--- src/rtl/ddr_frame_sched.sv ---
// Arbitrates one DDR command port between the SD loader (writes) and the
// display prefetch FIFO (reads), one fixed-length burst in flight at a time.
module ddr_frame_sched #(
   parameter int                ADDR_W      = 24,
   parameter int                BURST_LEN   = 32,
   parameter int                FRAME_WORDS = 393216,
   parameter logic [ADDR_W-1:0] RD_BASE     = '0,
   parameter logic [ADDR_W-1:0] WR_BASE     = '0,
   parameter int                FIFO_DEPTH  = 1024,
   parameter int                RD_LOW      = 256
) (
   input  logic              ddr_clk,
   input  logic              ddr_rst_n,
   input  logic              ddr_init_done,
   input  logic              frame_sync,
   input  logic              wr_addr_set,
   input  logic [10:0]       rd_fifo_level,
   input  logic [10:0]       wr_fifo_level,
   output logic              cmd_valid,
   input  logic              cmd_ready,
   output logic              cmd_write,
   output logic [ADDR_W-1:0] cmd_addr,
   output logic [5:0]        cmd_len,
   input  logic              wdf_ready,
   output logic              wr_fifo_rden,
   input  logic              rd_data_valid,
   output logic              busy,
   output logic              wr_frame_done
);

   typedef enum logic [2:0] {
      IDLE,
      RD_CMD,
      RD_WAIT,
      WR_CMD,
      WR_DATA
   } state_t;

   localparam logic [ADDR_W-1:0] BL_A   = ADDR_W'(BURST_LEN);
   localparam logic [ADDR_W-1:0] RD_END = RD_BASE + ADDR_W'(FRAME_WORDS);
   localparam logic [ADDR_W-1:0] WR_END = WR_BASE + ADDR_W'(FRAME_WORDS);
   localparam logic [10:0]       LOW_LVL  = 11'(RD_LOW);
   localparam logic [10:0]       BL_LVL   = 11'(BURST_LEN);
   localparam logic [10:0]       FILL_LVL = 11'(FIFO_DEPTH - BURST_LEN);
   localparam logic [5:0]        LAST     = 6'(BURST_LEN - 1);

   state_t            state, state_nxt;
   logic [ADDR_W-1:0] rd_addr, wr_addr;
   logic [ADDR_W-1:0] rd_step, wr_step, rd_next, wr_next;
   logic [5:0]        beat_cnt;
   logic              fs_q, fs_fall;
   logic              rd_realign, rd_apply, wr_set_pend;
   logic              go_rd, go_wr, rd_done, wr_done, wr_wrap;
   logic              handshake, beat;

   assign cmd_len      = 6'(BURST_LEN);
   assign cmd_valid    = (state == RD_CMD) || (state == WR_CMD);
   assign busy         = (state != IDLE);
   assign wr_fifo_rden = (state == WR_DATA) && wdf_ready;
   assign handshake    = cmd_valid && cmd_ready;
   assign beat         = ((state == RD_WAIT) && rd_data_valid) || wr_fifo_rden;
   assign fs_fall      = fs_q && !frame_sync;

   assign rd_step = rd_addr + BL_A;
   assign rd_next = (rd_step == RD_END) ? RD_BASE : rd_step;
   assign wr_step = wr_addr + BL_A;
   assign wr_wrap = (wr_step == WR_END);
   assign wr_next = wr_wrap ? WR_BASE : wr_step;

   // Realign lands in IDLE/RD_CMD, or replaces the advance at read completion.
   assign rd_apply = rd_done || (state == IDLE) || (state == RD_CMD);

   always_comb begin
      state_nxt = state;
      go_rd     = 1'b0;
      go_wr     = 1'b0;
      rd_done   = 1'b0;
      wr_done   = 1'b0;
      unique case (state)
         IDLE: begin
            if (ddr_init_done) begin
               if (rd_fifo_level < LOW_LVL)
                  go_rd = 1'b1;
               else if (wr_fifo_level >= BL_LVL)
                  go_wr = 1'b1;
               else if (rd_fifo_level <= FILL_LVL)
                  go_rd = 1'b1;
            end
            if (go_rd) state_nxt = RD_CMD;
            if (go_wr) state_nxt = WR_CMD;
         end
         RD_CMD: if (cmd_ready) state_nxt = RD_WAIT;
         RD_WAIT: begin
            if (rd_data_valid && beat_cnt == LAST) begin
               rd_done   = 1'b1;
               state_nxt = IDLE;
            end
         end
         WR_CMD: if (cmd_ready) state_nxt = WR_DATA;
         WR_DATA: begin
            if (wdf_ready && beat_cnt == LAST) begin
               wr_done   = 1'b1;
               state_nxt = IDLE;
            end
         end
         default: state_nxt = IDLE;
      endcase
   end

   always_ff @(posedge ddr_clk) begin
      if (!ddr_rst_n) begin
         state         <= IDLE;
         cmd_write     <= 1'b0;
         cmd_addr      <= '0;
         rd_addr       <= RD_BASE;
         wr_addr       <= WR_BASE;
         beat_cnt      <= '0;
         fs_q          <= 1'b1;
         rd_realign    <= 1'b0;
         wr_set_pend   <= 1'b0;
         wr_frame_done <= 1'b0;
      end else begin
         state         <= state_nxt;
         fs_q          <= frame_sync;
         wr_frame_done <= 1'b0;
         if (go_rd) begin
            cmd_write <= 1'b0;
            cmd_addr  <= rd_realign ? RD_BASE : rd_addr;
         end
         if (go_wr) begin
            cmd_write <= 1'b1;
            cmd_addr  <= wr_addr_set ? WR_BASE : wr_addr;
         end
         if (handshake)
            beat_cnt <= '0;
         else if (beat)
            beat_cnt <= beat_cnt + 6'd1;
         if (rd_realign && rd_apply)
            rd_addr <= RD_BASE;
         else if (rd_done)
            rd_addr <= rd_next;
         rd_realign <= fs_fall || (rd_realign && !rd_apply);
         if (state == WR_DATA) begin
            if (wr_done) begin
               wr_set_pend <= 1'b0;
               if (wr_addr_set || wr_set_pend) begin
                  wr_addr <= WR_BASE;
               end else begin
                  wr_addr       <= wr_next;
                  wr_frame_done <= wr_wrap;
               end
            end else if (wr_addr_set) begin
               wr_set_pend <= 1'b1;
            end
         end else if (wr_addr_set) begin
            wr_addr <= WR_BASE;
         end
      end
   end

endmodule

--- config.mk ---
export PLATFORM = sky130hd
export DESIGN_NAME = ddr_frame_sched
export DESIGN_NICKNAME = d
export VERILOG_FILES = /design/src/rtl/ddr_frame_sched.sv
export SDC_FILE = /design/constraint.sdc
export NUM_CORES = 1
export LEC_CHECK = 0
export ABC_CLOCK_PERIOD_IN_PS = 2540
export CAP_MARGIN = 20
export CELL_PAD_IN_SITES_DETAIL_PLACEMENT = 0
export CELL_PAD_IN_SITES_GLOBAL_PLACEMENT = 1
export CORE_MARGIN = 5
export CORE_UTILIZATION = 36
export DETAILED_ROUTE_END_ITERATION = 7
export GPL_ROUTABILITY_DRIVEN = 0
export PLACE_DENSITY = 0.83
export SLEW_MARGIN = 20
export SYNTH_ARGS = -nofsm -noshare
export SYNTH_HDL_FRONTEND = slang
export SYNTH_SLANG_ARGS = --single-unit
--- constraint.sdc ---
create_clock -name ddr_clk -period 2.54 [get_ports ddr_clk]
set_clock_uncertainty 0.2 [all_clocks]
set_input_delay 0.762 -clock ddr_clk [delete_from_list [all_inputs] [get_ports ddr_clk]]
set_output_delay 0.762 -clock ddr_clk [all_outputs]
set_load 0.01 [all_outputs]
==> results of run 1 <==
[how the worst min path moves through the flow]
stage / from / to / slack, ns
global placement: cmd_write$_SDFFE_PN0P_ / cmd_write$_SDFFE_PN0P_ / 0.27
finish: cmd_write$_SDFFE_PN0P_ / cmd_write$_SDFFE_PN0P_ / 0.29
CTS: wr_addr[1]$_SDFFE_PN0P_ / wr_addr[1]$_SDFFE_PN0P_ / 0.29
floorplan: wr_addr[0]$_SDFFE_PN0P_ / wr_addr[0]$_SDFFE_PN0P_ / 0.25
detailed placement: wr_addr[1]$_SDFFE_PN0P_ / wr_addr[1]$_SDFFE_PN0P_ / 0.28
global route: wr_addr[1]$_SDFFE_PN0P_ / wr_addr[1]$_SDFFE_PN0P_ / 0.31
[cells in the mapped netlist (7+ instances only)]
library cell,n
nor2_1,85
dfxtp_1,81
nand2_1,40
nor3_1,26
clkbuf_1,25
a21oi_1,24
nand4_1,21
xor2_1,21
a221oi_1,19
nand3_1,19
o21ai_0,18
buf_4,15
xnor2_1,12
inv_1,10
nor4_1,8
nor3b_1,7
or3_1,7
[metal layers]
metal	vias up	share of wire [%]	wire, um
met2	141	51	6990
li1	2228	-	-
met5	-	0	0
met4	0	2.7	370
met1	2264	42	5690
met3	33	4.5	612
[repair_timing]
action                                  in CTS  in global routing
pin swaps                                   10                 22
setup buffers                               11                  5
hold buffers                                 0                  0
gates resized for setup                     52                 31
endpoints found under the setup margin      41                 46
[report_power, final]
| part | switching [uW] | internal, uW |
|---|---|---|
| sequential | 28.6 | 1320 |
| combinational | 284 | 289 |
| clock | 537 | 841 |
[critical path, cell delays in order (launching register included)]
cell	delay (ns)
dfxtp_4	0.37
buf_6	0.12
nand4_4	0.10
buf_6	0.14
nor4_4	0.25
xor2_1	0.28
nand3b_1	0.20
o311ai_4	0.43
buf_12	0.18
nor3b_2	0.05
a211o_1	0.26
[flip-flops by register name (all words and copies together) (netlist names)]
register	cells
beat_cnt	6
cmd_addr	24
cmd_write	1
fs_q	1
rd_addr	19
rd_realign	1
state	3
wr_addr	24
wr_frame_done	1
wr_set_pend	1
[per-stage QoR]
step / instance area, sq um / instances / hold slack, ns
finish: 6450 / 834 / 0.290
CTS: 6290 / 829 / 0.294
global placement: 5690 / 802 / 0.268
floorplan: 4440 / 552 / 0.254
global route: 6450 / 834 / 0.312
detailed placement: 5690 / 802 / 0.278
[cells by family (layout without fill, tap and decap cells)]
| family | count (synthesis) | count (layout) | synth area share [%] |
|---|---|---|---|
| fa+ha+maj | 3 | 3 | 0.851 |
| other cells | 2 | 6 | 0.170 |
| flops | 81 | 81 | 36.8 |
| xor+xnor | 33 | 33 | 6.56 |
| buf+inv | 58 | 193 | 6.53 |
| simple gates | 264 | 264 | 31.8 |
| mux | 4 | 4 | 0.965 |
| compound gates | 103 | 103 | 16.3 |
[area by class of cell]
cell class              count  area, sq um
clock buffers              12          267
clock inverters             4         50.0
inverters                  11         41.3
well taps                 147          184
repair buffers            166         1470
multi-input cells         413         2800
fillers                  1072         5560
flip-flops and latches     81         1640
==> results.tsv, run 1 <==
metric	value	unit
outcome	complete, but fails checks	
violations	setup timing	
cts_buffers	9	
end_kind	flop	
crit_path_end	wr_addr[20]$_SDFFE_PN0P_	
drt_iter0_markers	323	
drc_errors	0	
post-place-ws	-0.532	ns
max_slew.worst_pin.slew	0.500	ns
p_leak	0.00260	uW
hold_depth	2	
dieArea	14600	sq um
ys.flop_type	dfxtp_1	
io_pins	65	
core_area	12000	sq um
ir_drop	0.304	mV
ys_warn_count	0	
synthCells	548	
syn_area	4410	sq um
drtPass1Iterations	5	
final_hold_viol_count	0	
avgSynthCellArea	8.05	sq um
path_clk_slew	0.07	ns
synth-seq-area-share	36.8	%
insertion_delay	0.34	ns
final_cell_mix	buf_4 (97), nor2_1 (82), dfxtp_1 (71)	
grt_setup_unrepaired	yes	
antenna_found_initial	0	
initial_core_util	36.7	%
cts_htree_levels	3	
setup_slack	-0.157	ns
r2r_cells	10	
ys_ff_latch	81	
maxSlewViolCount	0	
numClockSinks	81	
dp.final_hpwl	10000	um
ys_top_cells_by_area	dfxtp_1 (37%), nor2_1 (7.2%), xor2_1 (4.2%)	
critPathMaxFanout	8	
numPortBuffers	53	
fin_util	53.7	%
setup_violations	18	
synthArstFlopShare	0	%
fmax	371	MHz
setup_tns	-1.61	ns
start_kind	flop	
grt_pass1_vias	4654	
overflow	0	
grt_pass1_wl	22000	um
area_delta_synth_final	46.3	%
layout_commonest_cell	buf_4	
r2r_setup_slack	-0.16	ns
hold_path.class	flop to flop	
layout-drive-gt1-share	29.3	%
slew_headroom	66.6	%
cp_data_required_time	2.56	ns
synth_edf_count	0	
reg2reg_to	wr_addr[20]$_SDFFE_PN0P_	
drv_cap	0	
wl_per_cell	16.4	um
wirelength	13700	um
p_per_area	511	nW/um^2
synthDistinctLibCells	62	
grt-busiest-layer	met2	
setup.worst_path.start	wr_addr[6]$_SDFFE_PN0P_	
met1_usage	22.2	%
cts_buffer_depth	2	
grt_max_degree	20	
synth_top_area_share	36.8	%
die_w	121	um
antenna_cells	0	
fin_crit_sh	106	%
r2r-start	wr_addr[6]$_SDFFE_PN0P_	
via_count	4666	
tritoncts	yes	
antenna_left	0	
dieHeight	121	um
grt_usage	18.7	%
crit_arrival	2.72	ns
met3_usage	3.32	%
critPathKind	flop to flop	
num_rows	40	
via_per_inst	5.59	
grt_use_met2	33.4	%
nets	715	
finalCriticalPeriod	2.70	ns
yosysTopAreaCell	dfxtp_1	
total_power	3300	uW
cts_root_buffer	clkbuf_16	
Note: power is estimated with default switching activity, not from simulation.
==> run 2: changes to the inputs <==
--- a/config.mk
+++ b/config.mk
@@ -10,10 +10,11 @@
 export CELL_PAD_IN_SITES_DETAIL_PLACEMENT = 0
 export CELL_PAD_IN_SITES_GLOBAL_PLACEMENT = 1
 export CORE_MARGIN = 5
-export CORE_UTILIZATION = 36
+export CORE_UTILIZATION = 30
 export DETAILED_ROUTE_END_ITERATION = 7
 export GPL_ROUTABILITY_DRIVEN = 0
-export PLACE_DENSITY = 0.83
+export PLACE_DENSITY = 0.73
+export RECOVER_POWER = 100
 export SLEW_MARGIN = 20
 export SYNTH_ARGS = -nofsm -noshare
 export SYNTH_HDL_FRONTEND = slang
==> run 2 against run 1 <==
The run still ends with setup timing left. Clock power fell by 13%. Combinational power up 6.1%. Utilization down 9.0 points. Largest cell class unchanged. Largest power group is now sequential cells.
==> results.tsv, run 2 (synthesized netlist as in run 1, its figures left out) <==
metric	value	unit	change
largest_registers	cmd_addr x24, wr_addr x24, rd_addr x19		unchanged
crit_slowest_cell	or4_4		was o311ai_4
fmax	373	MHz	was 371 MHz
pwr-share-seq	42.6	%	was 40.8%
die_w	131	um	was 121 um
r2r_cells	10		unchanged
stdcell_count	871		was 834
r2r_setup_slack	-0.14	ns	was -0.16 ns
cts_buffers	9		unchanged
io_pins	65		unchanged
cts_htree_levels	3		unchanged
grt_pass1_vias	4481		was 4654
final_cell_mix	buf_4 (85), nor2_1 (83), dfxtp_1 (72)		was buf_4 (97), nor2_1 (82), dfxtp_1 (71)
tritoncts	yes		unchanged
path_clk_slew	0.06	ns	was 0.07 ns
dp.final_hpwl	10400	um	was 10000 um
critPathMaxFanout	5		was 8
initial_core_util	30.5	%	was 36.7%
dieHeight	131	um	was 121 um
hold_depth	2		unchanged
max_slew.worst_pin.slew	0.536	ns	was 0.500 ns
cts_buffer_depth	2		unchanged
p_leak	0.00267	uW	was 0.00260 uW
dpl.cell_count	842		was 802
setup.worst_path.start	wr_addr[6]$_SDFFE_PN0P_		unchanged
p_per_area	486	nW/um^2	was 511 nW/um^2
drtPass1Iterations	5		unchanged
drt_iter0_markers	354		was 323
hold_path.class	flop to flop		unchanged
crit_path_end	wr_addr[17]$_SDFFE_PN0P_		was wr_addr[20]$_SDFFE_PN0P_
maxSlewViolCount	0		unchanged
numClockSinks	81		unchanged
via_count	4578		was 4666
power_frac_clock	38.1	%	was 41.8%
finalCriticalPeriod	2.68	ns	was 2.70 ns
r2r-start	wr_addr[6]$_SDFFE_PN0P_		unchanged
fin_crit_sh	106	%	about the same
final_hold_viol_count	0		unchanged
antenna_cells	0		unchanged
wl_per_cell	16.2	um	was 16.4 um
cp_cell_sequence	ha_4, buf_6, xor2_1, or4_1, a22oi_2, buf_4, nand4_1, or4_4, nand4_1, o41ai_2		was buf_6, nand4_4, buf_6, nor4_4, xor2_1, nand3b_1, o311ai_4, buf_12, nor3b_2, a211o_1
slowest_delay	0.48	ns	was 0.43 ns
setup_violations	22		was 18
drv_cap	0		unchanged
comb_power_share	19.3	%	was 17.4%
slew_headroom	64.0	%	was 66.6%
grt_pass1_wl	22300	um	was 22000 um
layout_commonest_cell	buf_4		unchanged
nets	716		was 715
area_delta_synth_final	46.9	%	was 46.3%
crit_arrival	2.71	ns	was 2.72 ns
numPortBuffers	53		unchanged
overflow	0		unchanged
start_kind	flop		unchanged
fin_util	44.7	%	was 53.7%
cts_hold_buf	0		unchanged
setup_slack	-0.143	ns	was -0.157 ns
via_per_inst	5.26		was 5.59
outcome	complete, but fails checks		unchanged
hp-start	cmd_write$_SDFFE_PN0P_		unchanged
dieArea	17200	sq um	was 14600 sq um
grt_usage	15.6	%	was 18.7%
num_rows	44		was 40
antenna_found_initial	0		unchanged
swShare	27.1	%	was 25.8%
wirelength	14100	um	was 13700 um
path_common_cell	nand4_1		was buf_6
netSwitchingPower	853	uW	was 849 uW
cts_root_buffer	clkbuf_16		unchanged
end_kind	flop		unchanged
grt_max_degree	20		unchanged
insertion_delay	0.34	ns	about the same
grt_setup_unrepaired	yes		unchanged
p_int	2300	uW	was 2450 uW
critPathKind	flop to flop		unchanged
antenna_left	0		unchanged
layout-drive-gt1-share	27.9	%	was 29.3%
violations	setup timing		unchanged
reg2reg_to	wr_addr[17]$_SDFFE_PN0P_		was wr_addr[20]$_SDFFE_PN0P_
ir_drop	0.307	mV	was 0.304 mV
cp_data_required_time	2.57	ns	was 2.56 ns
drc_errors	0		unchanged
core_area	14500	sq um	was 12000 sq um
run 2: per-layer routing:
layer  vias up  routed length (um)  track usage (%)
li1       2233                   -                -
met1      2201                6180             19.9
met2       126                7050             26.1
met3        18                 644             3.25
met4         0                 274             5.54
met5         -                   0                0
run 2: per-stage QoR:
| step | total power, uW | area [sq um] | hold slack (ns) | TNS, ns | worst slack, ns |
|---|---|---|---|---|---|
| 2_1_floorplan | 1620 | 4440 | 0.254 | 0 | 0.00710 |
| 3_3_place_gp | 1900 | 5750 | 0.275 | -17.23 | -0.554 |
| 3_5_place_dp | 1900 | 5750 | 0.276 | -17.35 | -0.523 |
| 4_1_cts | 3130 | 6270 | 0.292 | -0.799 | -0.0967 |
| 5_1_grt | 3280 | 6480 | 0.305 | -6.39 | -0.208 |
| 6_report | 3150 | 6480 | 0.276 | -0.990 | -0.143 |
run 2: power by group through the flow:
stage	clock network [uW]	registers [uW]	logic (uW)
global placement	0	1370	524
floorplan	0	1390	232
finish	1200	1340	608
global route	1280	1350	658
CTS	1220	1350	560
detailed placement	0	1380	529
run 2: final cells by class:
cell class	count	area, sq um
clock buffer	11	243
clock inverter	4	30.0
fill	1418	8000
inverter	11	41.3
multi-input combinational	414	2820
sequential	81	1640
tap	184	230
timing repair buffer	166	1470
run 2: worst min path at each step:
| stage | endpoint | slack, ns |
|---|---|---|
| 5_1_grt | cmd_write$_SDFFE_PN0P_ | 0.31 |
| 6_report | cmd_write$_SDFFE_PN0P_ | 0.28 |
| 3_5_place_dp | cmd_write$_SDFFE_PN0P_ | 0.28 |
| 4_1_cts | cmd_write$_SDFFE_PN0P_ | 0.29 |
| 3_3_place_gp | wr_set_pend$_SDFFE_PN0P_ | 0.27 |
| 2_1_floorplan | wr_addr[0]$_SDFFE_PN0P_ | 0.25 |
run 2: critical path, delay by kind of cell (launching register included):
| family | cells | cell delay (ns) |
|---|---|---|
| fa+ha+maj | 1 | 0.18 |
| compound gates | 2 | 0.30 |
| xor+xnor | 1 | 0.13 |
| simple gates | 4 | 1.15 |
| flops | 1 | 0.34 |
| buf+inv | 2 | 0.27 |
run 2: repair_timing:
action | CTS | global route
buffers inserted | 6 | 7
cloned | 0 | 2
gates resized for setup | 54 | 48
pin swaps | 13 | 26
setup endpoints to repair | 46 | 50
==> run 3: changes to the inputs <==
--- a/config.mk
+++ b/config.mk
@@ -13,7 +13,7 @@
 export CORE_UTILIZATION = 30
 export DETAILED_ROUTE_END_ITERATION = 7
 export GPL_ROUTABILITY_DRIVEN = 0
-export PLACE_DENSITY = 0.73
+export PLACE_DENSITY_LB_ADDON = 0.25
 export RECOVER_POWER = 100
 export SLEW_MARGIN = 20
 export SYNTH_ARGS = -nofsm -noshare
==> run 3 against run 2 <==
The flow still finishes with violations (setup timing). Sequential cell count unchanged. Via count shrank 1.3%. Largest power group is now clock. Clock power rose by 19%. Critical endpoint unchanged. Critical path depth unchanged.
==> results.tsv, run 3 (synthesized netlist as in run 1, its figures left out) <==
metric	value	unit	change
critPathMaxFanout	5		unchanged
dieArea	17200	sq um	unchanged
max_slew.worst_pin.slew	0.583	ns	was 0.536 ns
initial_core_util	30.5	%	unchanged
dp.final_hpwl	10500	um	was 10400 um
finalCriticalPeriod	2.65	ns	was 2.68 ns
dpl.cell_count	836		was 842
cts_buffers	9		unchanged
insertion_delay	0.35	ns	was 0.34 ns
drv_cap	0		unchanged
antenna_cells	0		unchanged
io_pins	65		unchanged
path_clk_slew	0.06	ns	about the same
drc_errors	0		unchanged
layout-drive-gt1-share	29.2	%	was 27.9%
via_per_inst	5.19		was 5.26
final_cell_mix	buf_4 (86), nor2_1 (82), dfxtp_1 (72)		was buf_4 (85), nor2_1 (83), dfxtp_1 (72)
cts_hold_buf	0		unchanged
cp_data_required_time	2.57	ns	about the same
seqCellArea	1640	sq um	about the same
largest_registers	cmd_addr x24, wr_addr x24, rd_addr x19		unchanged
crit_slowest_cell	or4_4		unchanged
num_rows	44		unchanged
hold_path.class	flop to flop		unchanged
p_per_area	515	nW/um^2	was 486 nW/um^2
p_leak	0.00270	uW	was 0.00267 uW
swShare	25.8	%	was 27.1%
netSwitchingPower	876	uW	was 853 uW
outcome	complete, but fails checks		unchanged
total_power	3400	uW	was 3150 uW
slowest_delay	0.59	ns	was 0.48 ns
cp_cell_sequence	nand4_4, buf_4, nor3_2, mux2i_1, buf_4, buf_4, nand4_1, or4_4, nand4_1, o41ai_1		was ha_4, buf_6, xor2_1, or4_1, a22oi_2, buf_4, nand4_1, or4_4, nand4_1, o41ai_2
multi_input_area	2850	sq um	was 2820 sq um
die_w	131	um	unchanged
drt_iter0_markers	344		was 354
grt_usage	16.2	%	was 15.6%
dieHeight	131	um	unchanged
critPathKind	flop to flop		unchanged
final_hold_viol_count	0		unchanged
start_kind	flop		unchanged
fillers	1409		was 1418
place_area	5740	sq um	was 5750 sq um
tritoncts	yes		unchanged
maxSlewViolCount	0		unchanged
grt_pass1_vias	4493		was 4481
grt_max_degree	26		was 20
pwr-share-seq	39.5	%	was 42.6%
stdcell_count	870		was 871
via_count	4518		was 4578
layout_commonest_cell	buf_4		unchanged
cts_root_buffer	clkbuf_16		unchanged
antenna_left	0		unchanged
violations	setup timing		unchanged
path_common_cell	buf_4		was nand4_1
numClockSinks	81		unchanged
wl_per_cell	16.9	um	was 16.2 um
cts_buffer_depth	2		unchanged
ir_drop	0.277	mV	was 0.307 mV
crit_arrival	2.69	ns	was 2.71 ns
antenna_found_initial	0		unchanged
setup_slack	-0.114	ns	was -0.143 ns
postLayoutCellArea	6600	sq um	was 6480 sq um
drtPass1Iterations	4		was 5
numPortBuffers	53		unchanged
slew_headroom	60.7	%	was 64.0%
comb_power_share	18.5	%	was 19.3%
wirelength	14700	um	was 14100 um
setup_tns	-0.796	ns	was -0.990 ns
power_frac_clock	42.0	%	was 38.1%
core_area	14500	sq um	unchanged
fmax	377	MHz	was 373 MHz
fin_crit_sh	105	%	was 106%
post-place-ws	-0.441	ns	was -0.523 ns
grt_setup_unrepaired	yes		unchanged
overflow	0		unchanged
p_int	2520	uW	was 2300 uW
cts_htree_levels	3		unchanged
setup_violations	11		was 22
grt_pass1_wl	23000	um	was 22300 um
area_delta_synth_final	49.7	%	was 46.9%
nets	716		unchanged
end_kind	flop		unchanged
run 3: layout make-up:
cell class / instances / area share (%)
multi-input cells: 413 / 43.2
clock buffers: 11 / 3.83
flip-flops and latches: 81 / 24.8
inverters: 11 / 0.625
repair buffers: 167 / 23.1
well taps: 184 / 3.49
clock inverters: 3 / 0.985
run 3: final timing paths:
| check | start | to | slack [ns] | depth (start not counted) |
|---|---|---|---|---|
| max | wr_addr[8]$_SDFFE_PN0P_ | wr_addr[17]$_SDFFE_PN0P_ | -0.11 | 10 |
| min | cmd_write$_SDFFE_PN0P_ | cmd_write$_SDFFE_PN0P_ | 0.28 | 2 |
| max reg2reg | wr_addr[8]$_SDFFE_PN0P_ | wr_addr[17]$_SDFFE_PN0P_ | -0.11 | 10 |
| min reg2reg | cmd_write$_SDFFE_PN0P_ | cmd_write$_SDFFE_PN0P_ | 0.28 | 2 |
run 3: layer usage:
layer | share of wire [%] | up-vias | global-route usage, % | wire (um)
li1 | - | 2233 | - | -
met4 | 2.6 | 0 | 7.51 | 386
met5 | 0 | - | 0 | 0
met2 | 48 | 111 | 27.1 | 7090
met1 | 44 | 2147 | 20.5 | 6450
met3 | 5.2 | 27 | 2.41 | 768
run 3: critical path: cells and delay by family (launching register included):
kind	cells	cell delay, ns
compound gates	1	0.08
flops	1	0.42
buf+inv	3	0.41
mux	1	0.29
simple gates	5	1.15
run 3: through the flow:
stage          hold slack, ns  utilization [%]
5_1_grt                 0.322             45.6
6_report                0.282             45.6
4_1_cts                 0.293             43.2
3_3_place_gp            0.272             39.7
2_1_floorplan           0.254                -
3_5_place_dp            0.276             39.7
run 3: timing repair:
item | 4_1_cts | 5_1_grt
setup endpoints to repair | 33 | 46
resized for setup | 42 | 55
pin swaps | 9 | 25
cloned | 0 | 6
setup buffers | 9 | 5
run 3: power by group through the flow:
stage / combinational [uW] / sequential (uW) / clock [uW]
after floorplan: 232 / 1390 / 0
after global placement: 518 / 1380 / 0
after detailed placement: 524 / 1380 / 0
after CTS: 531 / 1350 / 1450
after global routing: 683 / 1350 / 1500
final: 628 / 1340 / 1430
